[config.mk]
export PLATFORM = sky130hd
export DESIGN_NAME = rr_trace_buf_ctrl
export DESIGN_NICKNAME = d
export VERILOG_FILES = /design/src/rtl/rr_trace_buf_ctrl.sv
export SDC_FILE = /design/constraint.sdc
export NUM_CORES = 1
export LEC_CHECK = 0
export ABC_AREA = 1
export CORE_AREA = 2 2 291 293
export DETAILED_ROUTE_END_ITERATION = 6
export DIE_AREA = 0 0 293 295
export PLACE_DENSITY_LB_ADDON = 0.15
export SYNTH_ARGS = -nofsm -noshare
export SYNTH_HDL_FRONTEND = slang
export SYNTH_SLANG_ARGS = --single-unit
[constraint.sdc]
create_clock -name clk -period 6.6 [get_ports clk]
set_input_delay 0.66 -clock clk [delete_from_list [all_inputs] [get_ports clk]]
set_output_delay 0.66 -clock clk [all_outputs]
set_load 0.01 [all_outputs]
[src/rtl/rr_trace_buf_ctrl.sv]
// rr_trace_buf_ctrl: hands host-supplied trace buffers to a trace writer, one at a time,
// and reports each completed buffer back to the host.
//
// The host queues buffer descriptors (64-byte aligned base address and non-zero size that is
// a multiple of 64) in a small FIFO. Malformed descriptors still complete their handshake,
// but they are dropped and flagged. The FSM programs one buffer into the writer and waits
// for the writer's interrupt (buffer full or closed). When the interrupt arrives, it pushes
// a completion {seq, last} into a second FIFO. A record_finish request ends the trace. The
// final completion carries last = 1, and the block then stays in DONE until reset.
//
// Ports
//   clk, sync_rst_n                 clock; asynchronous active-low reset
//   desc_valid/desc_ready           descriptor handshake (desc_addr, desc_size)
//   write_buf_addr/size/update      registered descriptor plus a one-cycle latch pulse to the writer
//   write_interrupt, record_finish  one-cycle event pulses from the writer and the recorder
//   done_valid/done_ready           completion handshake (done_seq, done_last)
//   starved                         recording active but no buffer programmed
//   err_bad_desc, err_done_ovf      sticky error flags
//   buf_cnt                         buffers programmed since reset (wraps)
module rr_trace_buf_ctrl #(
    parameter int unsigned AXI_ADDR_WIDTH = 64,
    parameter int unsigned DESC_DEPTH     = 4,
    parameter int unsigned DONE_DEPTH     = 4
) (
    input  logic                      clk,
    input  logic                      sync_rst_n,
    input  logic                      desc_valid,
    output logic                      desc_ready,
    input  logic [AXI_ADDR_WIDTH-1:0] desc_addr,
    input  logic [AXI_ADDR_WIDTH-1:0] desc_size,
    output logic [AXI_ADDR_WIDTH-1:0] write_buf_addr,
    output logic [AXI_ADDR_WIDTH-1:0] write_buf_size,
    output logic                      write_buf_update,
    input  logic                      write_interrupt,
    input  logic                      record_finish,
    output logic                      done_valid,
    input  logic                      done_ready,
    output logic [15:0]               done_seq,
    output logic                      done_last,
    output logic                      starved,
    output logic                      err_bad_desc,
    output logic                      err_done_ovf,
    output logic [15:0]               buf_cnt
);

    localparam int unsigned DescAw = $clog2(DESC_DEPTH);
    localparam int unsigned DoneAw = $clog2(DONE_DEPTH);
    localparam logic [DescAw:0] DescPtrOne = {{DescAw{1'b0}}, 1'b1};
    localparam logic [DoneAw:0] DonePtrOne = {{DoneAw{1'b0}}, 1'b1};

    typedef enum logic [2:0] {StIdle, StProgram, StActive, StDrain, StDone} state_e;

    state_e state_q, state_d;

    // ---------------------------------------------------------------- descriptor FIFO
    logic [AXI_ADDR_WIDTH-1:0] desc_addr_mem [DESC_DEPTH];
    logic [AXI_ADDR_WIDTH-1:0] desc_size_mem [DESC_DEPTH];
    logic [DescAw:0]           desc_wptr_q, desc_rptr_q;
    logic                      desc_empty, desc_full;
    logic                      desc_fire, desc_bad, desc_push, desc_pop;
    logic                      ready_en_q;

    assign desc_empty = (desc_wptr_q == desc_rptr_q);
    assign desc_full  = (desc_wptr_q[DescAw] != desc_rptr_q[DescAw]) &&
                        (desc_wptr_q[DescAw-1:0] == desc_rptr_q[DescAw-1:0]);

    // Keeps desc_ready low until the first clock edge after reset is released.
    always_ff @(posedge clk or negedge sync_rst_n) begin
        if (!sync_rst_n) begin
            ready_en_q <= 1'b0;
        end else begin
            ready_en_q <= 1'b1;
        end
    end

    assign desc_ready = ready_en_q && !desc_full && (state_q != StDone);
    assign desc_fire  = desc_valid && desc_ready;
    assign desc_bad   = (desc_size == '0) || (desc_size[5:0] != 6'd0) ||
                        (desc_addr[5:0] != 6'd0);
    assign desc_push  = desc_fire && !desc_bad;

    always_ff @(posedge clk or negedge sync_rst_n) begin
        if (!sync_rst_n) begin
            desc_wptr_q <= '0;
            desc_rptr_q <= '0;
        end else begin
            if (desc_push) desc_wptr_q <= desc_wptr_q + DescPtrOne;
            if (desc_pop)  desc_rptr_q <= desc_rptr_q + DescPtrOne;
        end
    end

    always_ff @(posedge clk) begin
        if (desc_push) begin
            desc_addr_mem[desc_wptr_q[DescAw-1:0]] <= desc_addr;
            desc_size_mem[desc_wptr_q[DescAw-1:0]] <= desc_size;
        end
    end

    // ---------------------------------------------------------------- completion FIFO
    logic [16:0]     cpl_mem [DONE_DEPTH];
    logic [DoneAw:0] cpl_wptr_q, cpl_rptr_q;
    logic            cpl_empty, cpl_full, cpl_pop, cpl_push, cpl_ovf;
    logic            cpl_req, cpl_last;
    logic [15:0]     cpl_seq;

    assign cpl_empty = (cpl_wptr_q == cpl_rptr_q);
    assign cpl_full  = (cpl_wptr_q[DoneAw] != cpl_rptr_q[DoneAw]) &&
                       (cpl_wptr_q[DoneAw-1:0] == cpl_rptr_q[DoneAw-1:0]);
    assign cpl_pop   = !cpl_empty && done_ready;
    // A pop in the same cycle frees a slot, so a full FIFO only overflows without one.
    assign cpl_push  = cpl_req && (!cpl_full || cpl_pop);
    assign cpl_ovf   = cpl_req && cpl_full && !cpl_pop;
    // buf_cnt already counts the active buffer, so the active buffer's seq is buf_cnt - 1.
    assign cpl_seq   = buf_cnt - 16'd1;

    always_ff @(posedge clk or negedge sync_rst_n) begin
        if (!sync_rst_n) begin
            cpl_wptr_q <= '0;
            cpl_rptr_q <= '0;
        end else begin
            if (cpl_push) cpl_wptr_q <= cpl_wptr_q + DonePtrOne;
            if (cpl_pop)  cpl_rptr_q <= cpl_rptr_q + DonePtrOne;
        end
    end

    always_ff @(posedge clk) begin
        if (cpl_push) begin
            cpl_mem[cpl_wptr_q[DoneAw-1:0]] <= {cpl_seq, cpl_last};
        end
    end

    assign done_valid             = !cpl_empty;
    assign {done_seq, done_last}  = cpl_mem[cpl_rptr_q[DoneAw-1:0]];

    // ---------------------------------------------------------------- control FSM
    // prog_load marks every transition into StProgram. On that edge the FIFO head is loaded
    // into the writer registers, the head is popped and buf_cnt advances. StProgram then
    // lasts one cycle, and that cycle is the update pulse.
    logic prog_load;

    always_comb begin
        state_d   = state_q;
        prog_load = 1'b0;
        cpl_req   = 1'b0;
        cpl_last  = 1'b0;
        unique case (state_q)
            StIdle: begin
                if (record_finish) begin
                    state_d  = StDone;
                    cpl_req  = (buf_cnt != 16'd0);
                    cpl_last = 1'b1;
                end else if (!desc_empty) begin
                    state_d   = StProgram;
                    prog_load = 1'b1;
                end
            end
            // The writer is still latching here, so events in this cycle are not acted on.
            StProgram: state_d = StActive;
            StActive: begin
                if (write_interrupt) begin
                    cpl_req = 1'b1;
                    if (record_finish) begin
                        cpl_last = 1'b1;
                        state_d  = StDone;
                    end else if (!desc_empty) begin
                        state_d   = StProgram;
                        prog_load = 1'b1;
                    end else begin
                        state_d = StIdle;
                    end
                end else if (record_finish) begin
                    state_d = StDrain;
                end
            end
            StDrain: begin
                if (write_interrupt) begin
                    cpl_req  = 1'b1;
                    cpl_last = 1'b1;
                    state_d  = StDone;
                end
            end
            StDone:  state_d = StDone;
            default: state_d = StIdle;
        endcase
    end

    assign desc_pop = prog_load;

    logic [AXI_ADDR_WIDTH-1:0] wb_addr_q, wb_size_q;
    logic [15:0]               buf_cnt_q;
    logic                      err_bad_q, err_ovf_q;

    always_ff @(posedge clk or negedge sync_rst_n) begin
        if (!sync_rst_n) begin
            state_q   <= StIdle;
            wb_addr_q <= '0;
            wb_size_q <= '0;
            buf_cnt_q <= '0;
            err_bad_q <= 1'b0;
            err_ovf_q <= 1'b0;
        end else begin
            state_q <= state_d;
            if (prog_load) begin
                wb_addr_q <= desc_addr_mem[desc_rptr_q[DescAw-1:0]];
                wb_size_q <= desc_size_mem[desc_rptr_q[DescAw-1:0]];
                buf_cnt_q <= buf_cnt_q + 16'd1;
            end
            if (desc_fire && desc_bad) err_bad_q <= 1'b1;
            if (cpl_ovf)               err_ovf_q <= 1'b1;
        end
    end

    assign write_buf_addr   = wb_addr_q;
    assign write_buf_size   = wb_size_q;
    assign write_buf_update = (state_q == StProgram);
    assign buf_cnt          = buf_cnt_q;
    assign err_bad_desc     = err_bad_q;
    assign err_done_ovf     = err_ovf_q;
    assign starved          = (state_q == StIdle) && desc_empty && (buf_cnt_q != 16'd0);

endmodule

After elaboration in Yosys (flattened, before gate mapping)
Memory sizes are Yosys's and may differ from the RTL's. A register that Yosys moved wholly into a read port is not among the register bits.
Cells that the tools add are included.
Cells by class
  add/sub/neg operators: 6
  multipliers: 0
  div/mod/pow operators: 0
  order comparisons: 0
  eq/ne operators: 14
  shifts and indexed selects: 0
  muxes and demuxes: 22
  bitwise operators: 0
  reduce and logical (&&, ||, !) cells: 30
Operators by type and width (count)
  $logic_not 64->1: 1
  $mux 3: 6
  $add 16x1->16 const B: 1
  $reduce_bool 16->1: 1
  $sub 16x1->16 const B: 1
  $pmux 3 s5: 1
  $logic_and 1x1->1: 13
  $add 3x1->3 const B: 4
  $mux 1: 12
  $reduce_bool 6->1: 2
  $ne 3x3->1 const B: 3
  $logic_not 1->1: 7
  $eq 3x2->1 const B: 2
  $eq 3x3->1: 2
  $eq 2x2->1: 2
  $pmux 1 s2: 2
  $eq 3x1->1 const B: 1
  $eq 3x3->1 const B: 1
  $logic_not 3->1: 1
  $logic_or 1x1->1: 3
  $pmux 1 s3: 1
  $reduce_and 3->1: 1
  $ne 1x1->1: 2
  $ne 2x2->1 const B: 1
  $reduce_or 2->1: 1
Word-level totals
  flip-flop bits (word level): 34
  latch bits: 0
  RAM bits: 580
  bits in read-only memories: 0
  input port bits: 134
  output and inout bits: 167
  word-level logic and storage cells: 84
  memories: 3
Memories
  desc_addr_mem: words 4, bits a word 64, rd ports 1, clocked after memory_dff 1, wr ports 1, line 56  | logic [AXI_ADDR_WIDTH-1:0] desc_addr_mem [DESC_DEPTH];
  desc_size_mem: words 4, bits a word 64, rd ports 1, clocked after memory_dff 1, wr ports 1, line 57  | logic [AXI_ADDR_WIDTH-1:0] desc_size_mem [DESC_DEPTH];
  cpl_mem: words 4, bits a word 17, rd ports 1, clocked after memory_dff 0, wr ports 1, line 100  | logic [16:0] cpl_mem [DONE_DEPTH];

Longest topological paths before layout
  depth in word-level cells: 9
  gate-level depth with buffers: 11
  depth with buffers taken out: 11

Least setup slack after synthesis
Ideal clock, no wire load.
  path type: input port to flip-flop
  start: input port desc_size[3]
  end: memory desc_addr_mem[3][0], enable pin
  setup time: 0.619 ns
  data arrival time: 6.545 ns
  required time: 5.981 ns
  path slack: -0.563 ns
  cell stages on the path: 5
  buffers on the path: 0
  cell sequence: nor2_1 nand4_1 nor2_1 nand3_2 nor2_1
On the way
  longest elaborated chain between the ends: 7
  elaborated cells on any way between the ends: 8
  classes of those cells: 2 x mux; 6 x reduce/logical
RTL lines
  from (decl): line 30  | input logic [AXI_ADDR_WIDTH-1:0] desc_size,
  $logic_not 64->1 / $reduce_bool 6->1 (equally long branches): line 78  | assign desc_bad = (desc_size == '0) || (desc_size[5:0] != 6'd0) ||
  $logic_or 1x1->1 * (2 in a row): line 78
  $logic_not 1->1 *: line 80  | assign desc_push = desc_fire && !desc_bad;
  $logic_and 1x1->1 *: line 80
  $mux 1 *: line 93  | if (desc_push) begin
  $mux 1 (not written as such) *: line 94  | desc_addr_mem[desc_wptr_q[DescAw-1:0]] <= desc_addr;
  to (decl): line 56
Mark *: on every way between the ends. The rest lies on a longest branch, timed or not.

Worst setup path after layout
  start: register desc_rptr_q[0]
  end: output port starved
On the way
  longest elaborated chain between the ends: 3
RTL lines
  from (decl): line 58  | logic [DescAw:0] desc_wptr_q, desc_rptr_q;
  from (signal assigned): line 88  | if (desc_pop) desc_rptr_q <= desc_rptr_q + DescPtrOne;
  $eq 3x3->1: line 63  | assign desc_empty = (desc_wptr_q == desc_rptr_q);
  $logic_and 1x1->1 (2 in a row): line 219  | assign starved = (state_q == StIdle) && desc_empty && (buf_cnt_q != 16'd0);
  to (decl): line 40  | output logic starved,
No other way between the ends.

==> impl_summary.txt <==
----------------------------------------------------
[Floorplanning]
  Die Outline Area ... slightly below 0.09 sq mm
  Starting density of the core ... 0.349
  Vertical die dimension ... 295 um
  Number of top-level pins ... roughly 300
  Area of the core region ... a little over 0.08 sq mm
  Die boundary width ... about 290 um
  Standard-cell row count ... about 110

[Final layout]
  Post-synthesis to final-layout area growth ... 23.5%
  Utilization after layout ... 0.431
  Layout net count ... 2719
  Fraction of final layout cells with drive strength greater than 1 ... 0.0912

[Clock tree]
  Clock root buffer ... sky130_fd_sc_hd__clkbuf_16
  Clock Latency Late Sink ... 0.63 ns
  Quantity of gates resized following cts ... 0
  TritonCTS clock tree ... done
  Maximum level of the CTS H-tree ... 3
  Max Root-Sink Buffers ... 3
  Post-CTS Setup Inserts ... 0
  Clock Sinks ... 742
  Reg clk slew, reported paths ... 0.06 ns
  Total CTS buffers ... slightly above 80
  Post-cts hold buffer count ... 0

[Power and ir drop]
  Switching portion of total power ... 0.333
  Total power draw ... about 15 mW
  Power Dens Cells ... about 430 mW/mm^2
  Internal power ... between 10 and 15 mW
  Power share of the combinational group ... 0.307
  Part of the total power dissipated in the clock network ... 0.301
  Portion of total power attributed to sequential cells ... 0.392
  Lkg Pwr ... about 12 nW
  Switching power of the nets ... ~5 mW
  Peak supply drop ... 0.246 mV

[Synthesis]
  Post-synthesis cell type with the largest combined area ... sky130_fd_sc_hd__edfxtp_1
  Count of different cell masters after synthesis ... 36
  Nets in the synthesized netlist ... 2440
  Fraction of synthesized cell area taken by the top area cell type ... 0.601
  Synth Area per Inst ... ~13 sq um
  Warning count from the yosys run ... 0
  Register bit total from synthesis ... ~740
  Commonest cells post-synth ... sky130_fd_sc_hd__nor2_1, sky130_fd_sc_hd__edfxtp_1, sky130_fd_sc_hd__o21ai_0
  Cells taking the most area after synthesis ... sky130_fd_sc_hd__edfxtp_1, sky130_fd_sc_hd__dfrtp_1, sky130_fd_sc_hd__nor2_1, sky130_fd_sc_hd__o21ai_0, sky130_fd_sc_hd__a31oi_2
  Synthesized instance count ... ~2300
  Async S/R FF share, synth ... 0.218
  Total standard cell area after synthesis ... a little under 0.03 sq mm
  Library cell with the highest instance count after synthesis ... sky130_fd_sc_hd__nor2_1
  Top FF cell, synth ... sky130_fd_sc_hd__edfxtp_1
  EDFF count, synth ... 580
  Post-synthesis sequential area ratio ... 0.741

[GRT]
  Busiest layer in global routing ... met2
  Vias in the first global route ... roughly 18000
  Pin count of the biggest net entering global routing ... between 100 and 150
  Global-route wire length before repair ... 112000 um
  Met2 Resource Use GR ... 0.291
  Met3 track demand over resource in global routing ... 0.0489
  Total overflow reported by the global router ... 0
  Antenna violations before repair ... 12
  Tot GR Track Use ... 0.172
  Global-route track usage on met1 ... 0.215

[Setup path]
  Crit start category ... flip-flop
  Minimum setup slack among reg-to-reg paths ... roughly 2.8 ns
  Critical path start-end classification ... reg2out
  Worst Path Arrival ... about 3.2 ns
  Critical path data required time ... just under 6 ns
  Maximum fanout along the worst path ... 94
  Type of destination of the critical path ... output port

[Place]
  Total of buffers placed on input and output ports ... 300
  Post-detailed-placement half-perimeter wirelength ... roughly 41000 um
  Global placement routability congestion ... between 0.7 and 0.8

[Route]
  Drc violations ... 0
  Post-detailed-routing wire length ... around 75000 um
  Number of nets with antenna violations after detailed routing ... 0
  Mean routed wirelength per cell ... about 20 um
  Post-DR vias/cell ... a little under 5
  Vias post-DR ... ~18000
  Length of the first detailed-routing pass in iterations ... 5
  Starting DRC count in detailed routing ... between 900 and 1000

[STA]
  Worst slew pin tran ... approximately 1.1 ns
  Layout Skew ... around 0.022 ns
  Final period demand of the worst path ... between 3 and 4 ns
  Peak clock frequency supported by timing ... roughly 0.26 GHz
  Tightest slew margin relative to the limit ... 0.270
  RSZ-0062 raised after global routing ... false
  Hold Violations, Final ... 0
  Post-route clock period utilization ... 0.590
  Pins Over Slew Limit ... 0
  Setup-failing EPs final ... 0

[Min path]
  HP Class ... in2async

[Run]
  Max-cap check violation count ... 0

[Run status]
  Result of the run ... finished, final reports clean

----------------------------------------------------
==> per-layer routing <==
layer  vias to the layer above  wire [um]
met1                      8928      31500
met4                        22       1420
met3                       116       4950
met2                       344      36500
met5                         -        138
li1                       8641          -
==> layout by cell type, fill, tap and decap left out, types with 11 or more instances in the layout <==
master | Yosys | routed
sky130_fd_sc_hd__xor2_1 | 30 | 30
sky130_fd_sc_hd__nand3_1 | 14 | 14
sky130_fd_sc_hd__clkbuf_1 | 70 | 20
sky130_fd_sc_hd__a31oi_2 | 70 | 70
sky130_fd_sc_hd__edfxtp_1 | 580 | 580
sky130_fd_sc_hd__dfrtp_1 | 162 | 160
sky130_fd_sc_hd__a31oi_1 | 58 | 58
sky130_fd_sc_hd__o21ai_0 | 302 | 302
sky130_fd_sc_hd__nor3_1 | 11 | 11
sky130_fd_sc_hd__clkinv_2 | 1 | 19
sky130_fd_sc_hd__inv_1 | 49 | 48
sky130_fd_sc_hd__o22ai_1 | 18 | 18
sky130_fd_sc_hd__nand2_1 | 72 | 72
sky130_fd_sc_hd__clkbuf_16 | 0 | 82
sky130_fd_sc_hd__nor2_1 | 756 | 748
sky130_fd_sc_hd__clkdlybuf4s50_1 | 0 | 299
sky130_fd_sc_hd__ha_1 | 13 | 13
sky130_fd_sc_hd__buf_4 | 1 | 16
==> cell type report <==
| type | instances | area (sq um) |
|---|---|---|
| antenna | 1 | 2.50 |
| inverter | 52 | 213 |
| multi-input combinational | 1373 | 6760 |
| tap | 1080 | 1350 |
| clock inverter | 44 | 531 |
| fill | 7561 | 47400 |
| clock buffer | 110 | 2240 |
| timing repair buffer | 321 | 3230 |
| sequential | 742 | 21500 |
==> worst max-delay path: stages, from the launching register on <==
cell and delay, ns:
sky130_fd_sc_hd__dfrtp_4 0.69, sky130_fd_sc_hd__inv_6 0.58, sky130_fd_sc_hd__nand2_2 0.09, sky130_fd_sc_hd__nand2_2 0.10, sky130_fd_sc_hd__nand4_2 0.17, sky130_fd_sc_hd__nor2_1 0.28
sky130_fd_sc_hd__clkdlybuf4s50_1 0.59
==> power by group through the flow <==
| stage | registers [mW] | clock network [mW] | logic, mW |
|---|---|---|---|
| global route | 6.11 | 4.96 | 5.28 |
| floorplan | 6.14 | 0 | 2.71 |
| CTS | 6.06 | 4.77 | 4.84 |
| detailed placement | 6.15 | 0 | 4.82 |
| global placement | 6.13 | 0 | 4.77 |
| finish | 6.04 | 4.64 | 4.72 |
==> cell families after synthesis <==
group	after synthesis	synth area share
AO/OA/AOI/OAI	457	0.101
adder cells (fa/ha/maj)	13	0.00561
other	1	0.000129
AND/OR/NAND/NOR	869	0.116
XOR/XNOR	33	0.00997
buffers and inverters	178	0.0272
flip-flops	742	0.741
==> flip-flops by register name, indices dropped and copies added, names as in the netlist, 16 cells and up <==
signal / count
buf_cnt: 16
cpl_mem: 68
desc_addr_mem: 256
desc_size_mem: 256
write_buf_addr: 64
write_buf_size: 64
==> path summary, 6_finish.rpt <==
path,from,end,cells past startpoint
hold / removal,sync_rst_n,write_buf_size[10],1
setup reg to reg,desc_rptr_q[0],desc_addr_mem[0][26],10
min in group clk,err_bad_desc,err_bad_desc,1
hold reg to reg,err_bad_desc,err_bad_desc,1
setup / recovery,desc_rptr_q[0],starved,6
max in group asynchronous,sync_rst_n,write_buf_size[50],2
==> stage by stage <==
step / std cells / hold WS (ns) / TNS, ns / area (sq um) / setup slack, ns
2_1_floorplan: 2293 / 0.364 / -209.95 / 29000 / -0.547
3_3_place_gp: 3568 / 0.455 / 0 / 33000 / 2.58
3_5_place_dp: 3568 / 0.468 / 0 / 33000 / 2.57
4_1_cts: 3722 / 0.0457 / 0 / 35800 / 2.68
5_1_grt: 3722 / 0.0538 / 0 / 35800 / 2.53
6_report: 3723 / 0.0119 / 0 / 35800 / 2.70
Power figures use the tool's default switching activity.
